===== config.mk =====
export PLATFORM = sky130hd
export DESIGN_NAME = fifo_uart_tx
export DESIGN_NICKNAME = d
export VERILOG_FILES = /design/src/rtl/uart_pkg.sv /design/src/rtl/uart_baud_counter.sv /design/src/rtl/fifo_uart_tx.sv
export SDC_FILE = /design/constraint.sdc
export NUM_CORES = 1
export LEC_CHECK = 0
export CAP_MARGIN = 10
export CORE_MARGIN = 1
export CORE_UTILIZATION = 45
export DETAILED_ROUTE_END_ITERATION = 8
export PLACE_DENSITY = 0.68
export SLEW_MARGIN = 25
export SYNTH_ARGS = -nofsm -noshare
export SYNTH_HDL_FRONTEND = slang
export SYNTH_HIERARCHICAL = 1
export SYNTH_SLANG_ARGS = --single-unit

===== constraint.sdc =====
create_clock -name clk -period 2.4 [get_ports clk]
set_input_delay 0.36 -clock clk [delete_from_list [all_inputs] [get_ports clk]]
set_output_delay 0.36 -clock clk [all_outputs]
set_load 0.01 [all_outputs]

===== src/rtl/uart_pkg.sv =====
// Shared types and constants for the FIFO-draining UART transmitter.
package uart_pkg;

  typedef enum logic [2:0] {
    IDLE   = 3'd0,
    FETCH  = 3'd1,
    LOAD   = 3'd2,
    START  = 3'd3,
    DATA   = 3'd4,
    PARITY = 3'd5,
    STOP   = 3'd6
  } uart_state_t;

  localparam int   DATA_BITS   = 8;
  localparam logic IDLE_LEVEL  = 1'b1;
  localparam logic START_LEVEL = 1'b0;

  function automatic logic even_parity(input logic [DATA_BITS-1:0] data);
    return ^data;
  endfunction

endpackage


===== src/rtl/uart_baud_counter.sv =====
// Bit-period timer: counts 0..CLKS_PER_BIT-1 and flags the last cycle of each bit.
module uart_baud_counter
  import uart_pkg::*;
#(
  parameter int CLKS_PER_BIT = 16
) (
  input  logic clk,
  input  logic rst,
  input  logic restart,
  output logic tick
);

  localparam int               CNT_W = (CLKS_PER_BIT > 1) ? $clog2(CLKS_PER_BIT) : 1;
  localparam logic [CNT_W-1:0] LAST  = CNT_W'(CLKS_PER_BIT - 1);
  localparam logic [CNT_W-1:0] ZERO  = CNT_W'(0);

  logic [CNT_W-1:0] r_cnt;
  logic [CNT_W-1:0] w_cnt_next;
  logic             r_tick;

  // Next count: reload on state entry, otherwise wrap at the end of the bit.
  always_comb begin
    w_cnt_next = r_cnt;
    if (restart) begin
      w_cnt_next = ZERO;
    end else if (r_cnt == LAST) begin
      w_cnt_next = ZERO;
    end else begin
      w_cnt_next = r_cnt + CNT_W'(1);
    end
  end

  // Tick is registered from the next count so it is high exactly while r_cnt == LAST.
  always_ff @(posedge clk) begin
    if (rst) begin
      r_cnt  <= ZERO;
      r_tick <= 1'b0;
    end else begin
      r_cnt  <= w_cnt_next;
      r_tick <= (w_cnt_next == LAST);
    end
  end

  assign tick = r_tick;

endmodule


===== src/rtl/fifo_uart_tx.sv =====
// Pops bytes from the upstream FIFO and serializes them as 8N1 / 8E1 UART frames.
module fifo_uart_tx
  import uart_pkg::*;
#(
  parameter int CLKS_PER_BIT = 16,
  parameter bit PARITY_EN    = 1'b0
) (
  input  logic                 clk,
  input  logic                 rst,
  input  logic                 enable,
  input  logic                 ready,
  input  logic [DATA_BITS-1:0] data_in,
  output logic                 rd,
  output logic                 tx,
  output logic                 busy,
  output logic                 frame_done
);

  localparam logic [2:0] LAST_BIT = 3'(DATA_BITS - 1);

  uart_state_t          r_state;
  uart_state_t          w_next_state;
  logic [DATA_BITS-1:0] r_shift;
  logic [DATA_BITS-1:0] w_next_shift;
  logic                 r_parity;
  logic                 w_next_parity;
  logic [2:0]           r_bit_cnt;
  logic [2:0]           w_next_bit_cnt;
  logic                 w_tick;
  logic                 w_restart;
  logic                 w_start_ok;
  logic                 w_next_tx;
  logic                 r_tx;
  logic                 r_rd;
  logic                 r_busy;

  assign w_start_ok = ready && enable;
  assign w_restart  = (w_next_state != r_state);

  uart_baud_counter #(
    .CLKS_PER_BIT(CLKS_PER_BIT)
  ) u_baud (
    .clk    (clk),
    .rst    (rst),
    .restart(w_restart),
    .tick   (w_tick)
  );

  // Frame sequencing plus next values of the shift register, parity and bit counter.
  always_comb begin
    w_next_state   = r_state;
    w_next_shift   = r_shift;
    w_next_parity  = r_parity;
    w_next_bit_cnt = r_bit_cnt;
    case (r_state)
      IDLE: begin
        if (w_start_ok) begin
          w_next_state = FETCH;
        end else begin
          w_next_state = IDLE;
        end
      end
      FETCH: begin
        w_next_state = LOAD;
      end
      LOAD: begin
        w_next_shift   = data_in;
        w_next_parity  = PARITY_EN ? even_parity(data_in) : 1'b0;
        w_next_bit_cnt = 3'd0;
        w_next_state   = START;
      end
      START: begin
        if (w_tick) begin
          w_next_state = DATA;
        end else begin
          w_next_state = START;
        end
      end
      DATA: begin
        if (w_tick) begin
          w_next_shift   = {1'b0, r_shift[DATA_BITS-1:1]};
          w_next_bit_cnt = r_bit_cnt + 3'd1;
          if (r_bit_cnt != LAST_BIT) begin
            w_next_state = DATA;
          end else if (PARITY_EN) begin
            w_next_state = PARITY;
          end else begin
            w_next_state = STOP;
          end
        end else begin
          w_next_state = DATA;
        end
      end
      PARITY: begin
        if (w_tick) begin
          w_next_state = STOP;
        end else begin
          w_next_state = PARITY;
        end
      end
      STOP: begin
        // Back-to-back frames chain straight into FETCH from the last stop cycle.
        if (!w_tick) begin
          w_next_state = STOP;
        end else if (w_start_ok) begin
          w_next_state = FETCH;
        end else begin
          w_next_state = IDLE;
        end
      end
      default: begin
        w_next_state = IDLE;
      end
    endcase
  end

  // Line level for the upcoming cycle, so tx can be driven straight from a flop.
  always_comb begin
    w_next_tx = IDLE_LEVEL;
    case (w_next_state)
      START:   w_next_tx = START_LEVEL;
      DATA:    w_next_tx = w_next_shift[0];
      PARITY:  w_next_tx = w_next_parity;
      default: w_next_tx = IDLE_LEVEL;
    endcase
  end

  // State, datapath and output registers.
  always_ff @(posedge clk) begin
    if (rst) begin
      r_state   <= IDLE;
      r_shift   <= {DATA_BITS{1'b0}};
      r_parity  <= 1'b0;
      r_bit_cnt <= 3'd0;
      r_tx      <= IDLE_LEVEL;
      r_rd      <= 1'b0;
      r_busy    <= 1'b0;
    end else begin
      r_state   <= w_next_state;
      r_shift   <= w_next_shift;
      r_parity  <= w_next_parity;
      r_bit_cnt <= w_next_bit_cnt;
      r_tx      <= w_next_tx;
      r_rd      <= (w_next_state == FETCH);
      r_busy    <= (w_next_state != IDLE);
    end
  end

  assign tx         = r_tx;
  assign rd         = r_rd;
  assign busy       = r_busy;
  assign frame_done = (r_state == STOP) && w_tick;

endmodule

## After elaboration in Yosys (flattened, before gate mapping)

Index checks and enable logic that the tools add are counted.

| operators by class | value |
|---|---|
| $add $sub $neg | 2 |
| multipliers | 0 |
| div/mod/pow operators | 0 |
| magnitude comparators | 0 |
| equality and inequality tests | 15 |
| shift operators | 0 |
| mux-type cells | 15 |
| bitwise operators | 0 |
| reduce and logical (&&, ||, !) cells | 6 |

Operators with widths:

| kind | count |
|---|---|
| $pmux 3 s7 | 1 |
| $pmux 8 s2 | 1 |
| $eq 3x3->1 const B | 5 |
| $mux 3 | 4 |
| $eq 3x2->1 const B | 3 |
| $eq 4x4->1 const B | 2 |
| $mux 4 | 2 |
| $mux 8 | 1 |
| $eq 3x1->1 const B | 2 |
| $pmux 3 s2 | 1 |
| $add 4x1->4 const B | 1 |
| $mux 2 | 2 |
| $add 3x1->3 const B | 1 |
| $logic_not 3->1 | 1 |
| $ne 3x3->1 | 1 |
| $ne 3x3->1 const B | 1 |
| $pmux 1 s3 | 1 |
| $reduce_bool 3->1 | 1 |
| $logic_and 1x1->1 | 2 |
| $mux 1 | 2 |
| $ne 2x1->1 const B | 1 |
| $reduce_and 2->1 | 1 |
| $reduce_bool 2->1 | 1 |

| word-level totals | value |
|---|---|
| register bits | 23 |
| bits in latches | 0 |
| RAM bits | 0 |
| memory bits (read-only) | 0 |
| input port bits | 12 |
| output and inout bits | 4 |
| logic and storage cells | 48 |
| memories | 0 |

## Depth between registers and ports, before layout

| logic depth | value |
|---|---|
| word-level depth | 7 |
| mapped depth | 7 |
| depth with buffers taken out | 6 |

## By module

Netlist, hierarchy kept.

Modules (own cells, without submodules):

| module | instances | cells an instance | area an instance (sq um) |
|---|---|---|---|
| fifo_uart_tx | 1 | 122 | 960.9 |
| uart_baud_counter | 1 | 18 | 187.7 |

## Least setup slack after synthesis

Ideal clock, no wire load.

| timing path | value |
|---|---|
| kind | register to register |
| from | register r_state[1] |
| to | register u_baud.r_tick, in the netlist u_baud/tick |
| data arrival time | 1.625 ns |
| data required time | 2.327 ns |
| setup slack | 0.702 ns |
| stages on the path, launching flop included | 8 |
| period minus slack after synthesis | 1.698 ns |
| path through | dfxtp_1 nor2b_2 buf_6 o2bb2ai_2 nor3_2 a22oi_1 or3_1 nor3_2 |

| on the way | value |
|---|---|
| word-level cells in the longest chain between the ends | 5 |

Ends and longest elaborated chain:

| element | line | text |
|---|---|---|
| from (decl) | fifo_uart_tx.sv:21 | `uart_state_t r_state;` |
| from (signal assigned) | fifo_uart_tx.sv:139 | `r_state <= w_next_state;` |
| $eq 3x3->1 (tied with other cells) | fifo_uart_tx.sv:55 | `case (r_state)` |
| $pmux 3 s7 | fifo_uart_tx.sv:55 |  |
| $ne 3x3->1 (*) | fifo_uart_tx.sv:38 | `assign w_restart = (w_next_state != r_state);` |
| net w_restart | fifo_uart_tx.sv:30 | `logic w_restart;` |
| $mux 4 (*) | uart_baud_counter.sv:24 | `if (restart) begin` |
| $eq 4x4->1 (*) | uart_baud_counter.sv:40 | `r_tick <= (w_cnt_next == LAST);` |
| to (signal assigned) | uart_baud_counter.sv:40 |  |
| to (decl) | uart_baud_counter.sv:19 | `logic r_tick;` |

Mark *: on every way through the listed nets, which the timed path passes. The rest lies on a longest branch.
A chain may end at the register's enable or synchronous reset.

## Worst setup path in the final report

| timing path | value |
|---|---|
| from | register r_state[1] |
| to | output frame_done |

| on the way | value |
|---|---|
| word-level cells in the longest chain between the ends | 2 |

Ends and longest elaborated chain:

| element | line | text |
|---|---|---|
| $eq 3x3->1 | fifo_uart_tx.sv:152 | `assign frame_done = (r_state == STOP) && w_tick;` |
| $logic_and 1x1->1 | fifo_uart_tx.sv:152 |  |
| to (decl) | fifo_uart_tx.sv:16 | `output logic frame_done` |

Every way passes these cells.

==> run_results.csv <==
group,metric,value,unit
run_status,status,"completed",
sta,rsz0062_at_grt,"false",
clock_tree,root_buffer,"clkbuf_4",
sta,post-route-min-period,2119,ps
logic_synthesis,ys_types,37,
placement,dp_hpwl,1684,um
global_routing,grt_pass1_wl,4174,um
logic_synthesis,synthTopCellsByArea,"dfxtp_1 (40%), nor2_1 (8.8%), a21oi_1 (7.8%)",
logic_synthesis,syn_area_per_cell,8.204,um^2
route,wirelength,2333,um
worst_setup_path,worstSetupPathType,"flop to output pin",
clock_tree,cts_setup_buffers,0,
global_routing,grt_max_degree,22,
logic_synthesis,synth-xor-area-share,1.525,%
placement,gp_congestion,0.7671,
cells_and_area,n_antenna_cell,0,
cells_and_area,fin_cells,180,
pwr,p_sw_share,31.99,%
logic_synthesis,ys_ff_latch,23,
worst_setup_path,critPathLaunchType,"flop",
sta,setup-tns-final,0,ps
route,wl_per_cell,12.96,um
cells_and_area,final_common_cell,"nor2_1",
logic_synthesis,ys_warn_count,6,
floorplanning,die_h,52.52,um
worst_setup_path,required,2040,ps
route,drcViolationCount,0,
global_routing,use_met1,27.48,%
clock_tree,cts.clk_slew.worst_paths,140,ps
logic_synthesis,synth_mux_area_share,0.9804,%
clock_tree,clk_latency,310,ps
sta,fmaxAchievable,0.4719,GHz
pwr,pwr-share-seq,52.0,%
clock_tree,clockBufferDepth,2,
route,vias,992,
cells_and_area,nNetsFinal,168,
logic_synthesis,syn-num-nets,155,
clock_tree,cts_htree_levels,1,
clock_tree,cts.sinks,23,
cells_and_area,drive_gt1_share,9.211,%
logic_synthesis,yosysTopAreaCell,"dfxtp_1",
route,via_per_inst,5.511,
floorplanning,die_x,52.52,um
cells_and_area,final_cell_mix,"nor2_1 (27), dfxtp_1 (23), a21oi_1 (18), clkdlybuf4s50_1 (15), a22oi_1 (8)",
sta,hold_viol_final,0,
placement,io_buffers,15,
sta,slew_viol_final,0,
global_routing,antenna_found_initial,0,
global_routing,met2_usage,32.70,%
clock_tree,cts_tree,"yes",
route,first_iter_violations,14,
floorplanning,initial_core_util,49.54,%
floorplanning,pin_count,16,
logic_synthesis,ys_seq_area_share,40.09,%
clock_tree,cts_hold_buffers,0,
pwr,power_switching,0.2734,mW
logic_synthesis,synth_top_family_by_area,"simple AND/OR/NAND/NOR gates",
clock_tree,cts_buffers,3,
global_routing,grt_usage,20.93,%
global_routing,grtUsageMet3,6.087,%
sta,finClkSkew,6.165,ps
global_routing,grt_pass1_vias,926,
pwr,pwr-share-clk,21.7,%
pwr,powerDensity,648.8,mW/mm^2
job,cap_violations,0,
sta,setup_violations,0,
worst_setup_path,r2r_slack,350,ps
route,drt_first_pass_iters,4,
floorplanning,core_area,0.002318,mm^2
sta,timing.final.crit_share,88.29,%
global_routing,gr-total-overflow,0,
logic_synthesis,synth_top_area_share,40.09,%
worst_setup_path,cp_slowest_cell,"dfxtp_1",
min_path,hold_class,"flop to flop",
placement,placedCellCount,176,
pwr,p_comb_share,26.3,%
worst_setup_path,slowest_delay,630,ps
pwr,irDropWorstVdd,0.4175,mV
floorplanning,die-area,0.002758,mm^2
sta,relSlewSlack,56.52,%
cells_and_area,area_growth,14.71,%
global_routing,grt_busiest_layer,"met2",
worst_setup_path,crit_fanout,14,
route,antenna_left,0,
worst_setup_path,arrival,1760,ps
sta,tightest_slew,635.8,ps
logic_synthesis,synth_area,0.001149,mm^2
logic_synthesis,synth_compound_area_share,21.90,%
logic_synthesis,netlist_instances,140,
logic_synthesis,synth_simple_gate_area_share,24.29,%
floorplanning,rows,17,
pwr,p_int,0.5814,mW
logic_synthesis,synth_fa_ha_area_share,3.268,%
pwr,p_leak,0.4914,nW
worst_setup_path,end_kind,"output pin",
worst_setup_path,path_cells,"nand2b_2 -> nor2_1 -> clkdlybuf4s50_1",
clock_tree,cts_resized,0,
==> final cells by class <==
type                            count  area [um^2]
Tap cell                           28        35.03
Inverter                            6        22.52
Fill cell                         238         1001
Timing Repair Buffer               18        172.7
Clock inverter                      1        7.507
Sequential cell                    23        460.4
Clock buffer                        3        22.52
Multi-Input combinational cell    101        596.8
==> power groups by stage <==
stage / registers, mW / clock network, mW / logic, mW
6_report: 0.444 / 0.186 / 0.225
3_5_place_dp: 0.452 / 0 / 0.223
2_1_floorplan: 0.445 / 0 / 0.177
4_1_cts: 0.443 / 0.193 / 0.225
5_1_grt: 0.450 / 0.211 / 0.254
3_3_place_gp: 0.450 / 0 / 0.217
==> stage by stage <==
step	cell area (um^2)	total power, mW	utilization (%)	hold slack (ps)	setup slack [ps]
2_1_floorplan	1149	0.6212	-	416.6	702.0
3_3_place_gp	1287	0.6666	55.53	444.2	342.0
3_5_place_dp	1287	0.6750	55.53	435.2	229.7
4_1_cts	1318	0.8610	56.83	453.4	294.1
5_1_grt	1318	0.9152	56.83	481.6	154.3
6_report	1318	0.8548	56.83	451.5	281.1
==> per-layer routing <==
| metal | vias up | wire length, um |
|---|---|---|
| li1 | 513 | - |
| met1 | 462 | 1149 |
| met2 | 15 | 1094 |
| met3 | 2 | 63 |
| met4 | 0 | 26 |
| met5 | - | 0 |
==> synthesized netlist by cell type <==
master,number
nor2_1,27
dfxtp_1,23
a21oi_1,18
a22oi_1,8
nand2_1,7
inv_1,6
nand3_1,4
nor3_1,4
buf_6,3
clkbuf_1,3
ha_1,3
nand2b_1,3
a211oi_1,2
a31oi_1,2
buf_4,2
nor3_2,2
o21ai_0,2
xnor2_1,2
a2111oi_0,1
a21o_1,1
a22oi_2,1
a311oi_1,1
and2_1,1
and3b_1,1
buf_1,1
buf_2,1
mux2_1,1
nand2b_2,1
nand4_1,1
nand4b_1,1
nor2b_2,1
nor4_1,1
o2bb2ai_2,1
o41a_1,1
or2_1,1
or2_2,1
or3_1,1
==> logic make-up after synthesis <==
logic type,Yosys count
simple gates,57
compound gates,38
flops,23
buf+inv,16
fa+ha+maj,3
xor+xnor,2
mux,1
==> registers in the layout (all words and copies together) (netlist names) <==
signal / cells
r_shift: 8
u_baud/r_cnt: 4
r_bit_cnt: 3
r_state: 3
busy: 1
r_parity: 1
rd: 1
tx: 1
u_baud/tick: 1
==> worst max-delay path, delay by kind of cell, from the launching register on <==
kind,cells,cell delay [ps]
DFF,1,630
and+or+nand+nor,2,280
buffers and inverters,1,540
==> final timing paths <==
kind / cells after the start / end / start
setup / recovery: 3 / frame_done / r_state[1]$_SDFF_PP0_
hold / removal: 2 / r_parity$_SDFF_PP0_ / r_parity$_SDFF_PP0_
setup reg to reg: 6 / u_baud/r_cnt[0]$_SDFF_PP0_ / r_state[1]$_SDFF_PP0_
hold reg to reg: 2 / r_parity$_SDFF_PP0_ / r_parity$_SDFF_PP0_
(Power assumes the default switching activity.)
